$ cat src/rtl/bcd_converter.sv
// Purpose : iterative binary-to-BCD converter (shift-add-3), saturating to all nines on overflow.
// Latency : done seen BIN_W+1 edges after the accepting edge, counting that edge (14 by default).
//           Back-to-back starts give one result every BIN_W+1 clocks.
// Backpressure: start is ignored while busy; it is accepted in IDLE or in the DONE cycle.
// Ports:
//   clk       system clock, rising edge
//   ck_rst    asynchronous active-high reset
//   start     conversion request, sampled while busy=0
//   bin_in    unsigned binary input, sampled on the accepting edge only
//   busy      high while shifting
//   done      one-cycle pulse, bcd_out/overflow valid and freshly updated
//   bcd_out   packed BCD result, [3:0]=ones; holds last result
//   overflow  last input exceeded 10^DIGITS-1; holds with bcd_out
module bcd_converter #(
  parameter int BIN_W  = 13,
  parameter int DIGITS = 4
) (
  input  logic                  clk,
  input  logic                  ck_rst,
  input  logic                  start,
  input  logic [BIN_W-1:0]      bin_in,
  output logic                  busy,
  output logic                  done,
  output logic [4*DIGITS-1:0]   bcd_out,
  output logic                  overflow
);

  localparam int BCD_W = 4 * DIGITS;
  localparam int SR_W  = BCD_W + BIN_W;
  localparam int CNT_W = $clog2(BIN_W + 1);

  function automatic logic [63:0] max_display();
    logic [63:0] p;
    p = 64'd1;
    for (int i = 0; i < DIGITS; i++) begin
      p = p * 64'd10;
    end
    return p - 64'd1;
  endfunction

  localparam logic [63:0]      MAX_VAL  = max_display();
  localparam logic [CNT_W-1:0] LAST_CNT = CNT_W'(BIN_W - 1);

  typedef enum logic [1:0] {IDLE, SHIFT, DONE} state_t;

  state_t            state_q, state_d;
  logic [SR_W-1:0]   sr_q, sr_d;
  logic [CNT_W-1:0]  cnt_q, cnt_d;
  logic              ovf_pend_q, ovf_pend_d;
  logic [BCD_W-1:0]  bcd_q, bcd_d;
  logic              ovf_q, ovf_d;

  logic [SR_W-1:0]   sr_adj;
  logic [SR_W-1:0]   sr_shifted;

  // Add-3 on every BCD nibble that is 5 or more; the value is at most 9 before
  // the add, so the 4-bit result never carries into the next nibble.
  always_comb begin
    sr_adj = sr_q;
    for (int i = 0; i < DIGITS; i++) begin
      if (sr_q[BIN_W + 4*i +: 4] >= 4'd5) begin
        sr_adj[BIN_W + 4*i +: 4] = sr_q[BIN_W + 4*i +: 4] + 4'd3;
      end
    end
    sr_shifted = {sr_adj[SR_W-2:0], 1'b0};
  end

  always_comb begin
    state_d    = state_q;
    sr_d       = sr_q;
    cnt_d      = cnt_q;
    ovf_pend_d = ovf_pend_q;
    bcd_d      = bcd_q;
    ovf_d      = ovf_q;
    case (state_q)
      IDLE, DONE: begin
        if (start) begin
          sr_d       = {{BCD_W{1'b0}}, bin_in};
          cnt_d      = '0;
          ovf_pend_d = (64'(bin_in) > MAX_VAL);
          state_d    = SHIFT;
        end else begin
          state_d    = IDLE;
        end
      end
      SHIFT: begin
        sr_d  = sr_shifted;
        cnt_d = cnt_q + CNT_W'(1);
        if (cnt_q == LAST_CNT) begin
          state_d = DONE;
          // Result is registered on the final shift edge so that it is already
          // on bcd_out during the done cycle.
          bcd_d   = ovf_pend_q ? {DIGITS{4'h9}} : sr_shifted[SR_W-1 -: BCD_W];
          ovf_d   = ovf_pend_q;
        end
      end
      default: state_d = IDLE;
    endcase
  end

  always_ff @(posedge clk or posedge ck_rst) begin
    if (ck_rst) begin
      state_q    <= IDLE;
      sr_q       <= '0;
      cnt_q      <= '0;
      ovf_pend_q <= 1'b0;
      bcd_q      <= '0;
      ovf_q      <= 1'b0;
    end else begin
      state_q    <= state_d;
      sr_q       <= sr_d;
      cnt_q      <= cnt_d;
      ovf_pend_q <= ovf_pend_d;
      bcd_q      <= bcd_d;
      ovf_q      <= ovf_d;
    end
  end

  assign busy     = (state_q == SHIFT);
  assign done     = (state_q == DONE);
  assign bcd_out  = bcd_q;
  assign overflow = ovf_q;

endmodule

$ cat config.mk
export PLATFORM = sky130hd
export DESIGN_NAME = bcd_converter
export DESIGN_NICKNAME = d
export VERILOG_FILES = /design/src/rtl/bcd_converter.sv
export SDC_FILE = /design/constraint.sdc
export NUM_CORES = 1
export LEC_CHECK = 0
export CORE_UTILIZATION = 27
export CTS_CLUSTER_DIAMETER = 40
export DETAILED_ROUTE_END_ITERATION = 10
export GPL_ROUTABILITY_DRIVEN = 0
export PLACE_DENSITY = 0.46
export SLEW_MARGIN = 20
export SYNTH_ARGS = -nofsm -noshare
export SYNTH_HDL_FRONTEND = slang
export SYNTH_SLANG_ARGS = --single-unit
export TNS_END_PERCENT = 10
$ cat constraint.sdc
create_clock -name clk -period 2 [get_ports clk]
set_clock_uncertainty 0.15 [all_clocks]
set_input_delay 0.4 -clock clk [delete_from_list [all_inputs] [get_ports clk]]
set_output_delay 0.4 -clock clk [all_outputs]
set_load 0.03 [all_outputs]
Word level (Yosys, flattened, before mapping)
Index checks and enable logic that the tools add are counted.
{ "op_classes": {"order_cmp": 4, "n_mux": 11, "eq_ne": 5, "addsub": 5, "n_reduce_logical": 5} }
{ "ops": {"columns": ["cell", "n"], "rows": [
  ["one-hot mux 29 bit (2 select lines)", 1],
  ["2-to-1 mux 29 bit", 1],
  ["greater-or-equal comparator 4 x 3 -> 1 bit (second input constant)", 4],
  ["2-to-1 mux 4 bit", 4],
  ["adder 4 x 2 -> 4 bit (second input constant)", 3],
  ["one-hot mux 4 bit (2 select lines)", 1],
  ["adder 4 x 1 -> 4 bit (second input constant)", 1],
  ["== test 4 bit (second input constant)", 1],
  ["one-hot mux 2 bit (2 select lines)", 1],
  ["AND reduction 2 bit", 2],
  ["adder 3 x 2 -> 3 bit (second input constant)", 1],
  ["2-to-1 mux 3 bit", 1],
  ["== test 2 x 1 -> 1 bit (second input constant)", 1],
  ["== test 2 bit (second input constant)", 1],
  ["logical NOT 2 bit", 1],
  ["2-to-1 mux 2 bit", 1],
  ["!= test 2 x 1 -> 1 bit (second input constant)", 1],
  ["!= test 2 bit (second input constant)", 1],
  ["nonzero test 2 bit", 1],
  ["OR reduction 2 bit", 1],
  ["2-to-1 mux 1 bit", 1]
]} }
{ "word_totals": {"reg_bits": 51, "output_inout_bits": 19} }

Longest topological paths before layout
{ "logic_depth": {"depth_word": 4, "ltp_mapped": 8, "depth_no_buf": 6} }

Worst setup path after synthesis
No wires, ideal clock.
{ "synth_timing": {"path_type": "reg2reg", "from": "register cnt_q[0]", "to": "register bcd_q[10], in the netlist bcd_out[10]", "setup_slack_ns": 0.281, "n_path_buf": 2, "path_stages_with_launch": 8, "t_arrival_ns": 1.444, "setup_time_ns": 0.125, "required_time_ns": 1.725, "path_cell_list": "dfrtp_1 -> inv_1 -> ha_1 -> and3_4 -> and2_4 -> buf_6 -> buf_6 -> mux2_4"} }
{ "synth_via": {"elab_chain_len": 2} }
{ "synth_rtl": {"columns": ["item", "line_no", "source"], "rows": [
  ["start: declaration", "48", "logic [CNT_W-1:0] cnt_q, cnt_d;"],
  ["start signal: assignment", "112", "cnt_q <= cnt_d;"],
  ["== test 4 bit", "89", "if (cnt_q == LAST_CNT) begin"],
  ["AND reduction 2 bit (no line)", null, null],
  ["end signal: assignment", "107", "bcd_q <= '0;"],
  ["end signal: assignment", "114", "bcd_q <= bcd_d;"],
  ["end: declaration", "50", "logic [BCD_W-1:0] bcd_q, bcd_d;"]
]} }
No other way between the ends.
A chain may end at the register's enable or synchronous reset.

Worst setup path after layout
{ "layout_timing": {"from": "register bcd_q[4], in the netlist bcd_out[4]", "to": "output bcd_out[4]"} }
{ "layout_lines": {"columns": ["item", "line_no", "source"], "rows": [
  ["end: declaration", "24", "output logic [4*DIGITS-1:0] bcd_out,"]
]} }
No word-level cell between the ends.

==> reports/qor.txt <==
Wirelength per Cell: 13.54 um
Core Region: 8678 um2
later-pin clock latency in the skew report: 0.31 ns
Inst Count DP: 367
die width: 96.38 um
slowest cell on the critical path: clkdlybuf4s50_1
total number of H-tree levels: 2
post-synthesis sequential area ratio: 53.07%
DR vias: 1,775
setup ws final: 0.07209 ns
# fillers: 910
fin util: 35.41%
clock root buffer: clkbuf_8
largest net degree at the start of global routing: 30
first-pass GRT wire length: 8280 um
Routed Antenna Nets: 0
Critical Path Source Type: flip-flop
vias per cell: 4.708
synthesized-area fraction occupied by adder cells: 5.203%
cts hold-fix bufs: 0
final hold vios: 0
Avg Inst Size Synth: 10.50 um2
die area: 9288 um2
largest family of logic cells by synthesized area: compound AO/OA/AOI/OAI gates
starting density of the core: 27.71%
final number of setup-violating endpoints: 0
maximum vdd drop: 0.8641 mV
outcome: complete, no violations
Cell variety after synth: 29
WP data required: 1.45 ns
clk slew on worst S/H paths: 0.10 ns
max_cap viols: 0
Synth Area in Simple Gates: 14.26%
Rows: 34
layout cells sized above 1: 14.13%
RR Startpoint: sr_q[25]
Total Power: 5516 uW
ANT cells: 0
Clock Path Buffers: 2
fraction of registers with async set/reset: 100.0%
mux share of post-synthesis cell area: 5.931%
family with the most delay on the worst path: buffers and inverters
XOR/XNOR Fraction of Synth Area: 1.457%
initial antenna violation count: 0
Port Buf Inserts: 33
FF-to-FF path depth: 6
WP buf/inv: 1
Final Slew Violations: 0
Final Instance Count excl. Fillers: 377
Synth Area in Compound Gates: 14.93%
Post-Syn Instances: 229
GRT Total Usage: 11.85%
Area Overhead vs Synth: 27.78%
number of synthesized register bits: 51
vias in the first global route: 1,706
worst r2r dst: sr_q[27]
Setup WS pre-CTS: -0.1296 ns
CP Cell Sequence: clkdlybuf4s50_1
worst hold slack: 0.2233 ns
DRC viols: 0
CTS tree: done
Worst Path Max Fanout: 2
R2R Setup Slk: 0.21 ns
Pwr Density: 1795 nW/um2
critical path class: flip-flop to output pin
Detailed Route WL: 5105 um
clock sink total: 51
Synth Cell Area: 2405 um2
Layout Nets: 294
1st-pass router iterations: 4
Hold Crit Class: input port to async pin
grt ovf: 0
Yosys Warn Count: 0
Max Freq: 518.7 MHz
Crit path largest cell delay: 0.68 ns
total CTS buffers: 5
hpwl dp: 3288 um
Synth Net Count: 255
io pins: 35
CP arrival: 1.38 ns
dominant synthesized flop cell: dfrtp_1
Critical Path End Type: output pin
crit path time final: 1.928 ns
max_slew headroom: 52.26%
number of synthesized flops with an enable pin: 0
slew at the pin closest to its max-slew limit: 0.7144 ns
Static Leak: 0.001379 uW
die height: 96.38 um
DRT iter0 DRCs: 83
Final Cycle Share: 96.40%
RSZ-0062 raised after global routing: no
## timing repair
item,CTS,global route
pin swaps,0,0
cloned,0,1
endpoints found under the setup margin,2,11
resized for setup,2,2
buffers inserted,0,1
## sequential cells by signal, indices dropped and copies added, names as in the netlist
signal / count
state_q: 2
cnt_q: 4
bcd_out: 16
sr_q: 29
## cell usage in the layout, fill, tap and decap left out, types with 5 or more instances in the layout
| cell type | instances |
|---|---|
| clkdlybuf4s50_1 | 31 |
| nor3b_1 | 7 |
| nand3_1 | 6 |
| nor2_1 | 8 |
| mux2_2 | 6 |
| buf_4 | 8 |
| dfrtp_1 | 51 |
| a22oi_1 | 12 |
| clkbuf_8 | 5 |
| nand2_1 | 34 |
| inv_1 | 10 |
| a22o_1 | 10 |
| o21ai_0 | 15 |
| ha_1 | 10 |
| nand2b_1 | 6 |
| a21oi_1 | 16 |
## power by group
part	internal (uW)	switching, uW
Combinational	1280	1470
Sequential	1520	379
Clock	499	365
Total	3300	2210
## cells by family (layout without fill, tap and decap cells)
group	after synthesis	after routing
AOI/OAI and AO/OA	56	56
xor gates and xnor gates	4	4
adders and majority gates	10	10
buffers and inverters	24	64
DFF	51	51
muxes	12	12
other	1	1
and+or+nand+nor	71	71
## metal layers
layer / share of wire (%) / vias to the layer above / GRT usage [%] / wire [um]
met5: 0 / - / 0 / 0
met4: 1.4 / 0 / 4.044 / 72
met3: 3.7 / 7 / 2.973 / 191
met2: 46 / 30 / 18.79 / 2324
met1: 49 / 870 / 15.76 / 2517
li1: - / 868 / - / -
## Yosys cell counts (all sizes together), types with 6 or more instances
master / instances / share of area [%]
ha: 10 / 5.2
o21ai: 15 / 3.1
a21oi: 19 / 4.4
dfrtp: 51 / 53
inv: 12 / 1.9
nand2: 34 / 5.3
mux2: 9 / 4.7
nor2: 9 / 1.4
a22o: 10 / 3.6
nand2b: 6 / 1.6
nor3b: 7 / 2.2
nand3: 6 / 1.2
a22oi: 12 / 3.7
buf: 10 / 2.8
## final cells by class
| cell class | instances | area, um2 | share of cell area (%) |
|---|---|---|---|
| clock buffers | 5 | 68.82 | 2.239 |
| clock inverters | 3 | 67.56 | 2.199 |
| multi-input cells | 154 | 1016 | 33.06 |
| repair buffers | 44 | 464.2 | 15.11 |
| well taps | 108 | 135.1 | 4.397 |
| flip-flops and latches | 51 | 1276 | 41.53 |
| inverters | 12 | 45.04 | 1.466 |
## worst max path at each step
| stage | startpoint | to | slack (ns) | cells after the start |
|---|---|---|---|---|
| floorplan | ck_rst | bcd_out[0] | 0.22 | 1 |
| global placement | start | sr_q[6] | -0.53 | 6 |
| detailed placement | start | sr_q[5] | -0.13 | 6 |
| CTS | state_q[1] | busy | 0.001 | 4 |
| global route | bcd_out[4] | bcd_out[4] | 0.006 | 1 |
| finish | bcd_out[4] | bcd_out[4] | 0.07 | 1 |
## stage by stage
step           TNS [ns]  cell area [um2]
2_1_floorplan         0             2405
3_5_place_dp     -1.112             2893
5_1_grt               0             3073
3_3_place_gp     -13.25             2888
4_1_cts               0             3032
6_report              0             3073
Note: power is estimated with default switching activity, not from simulation.
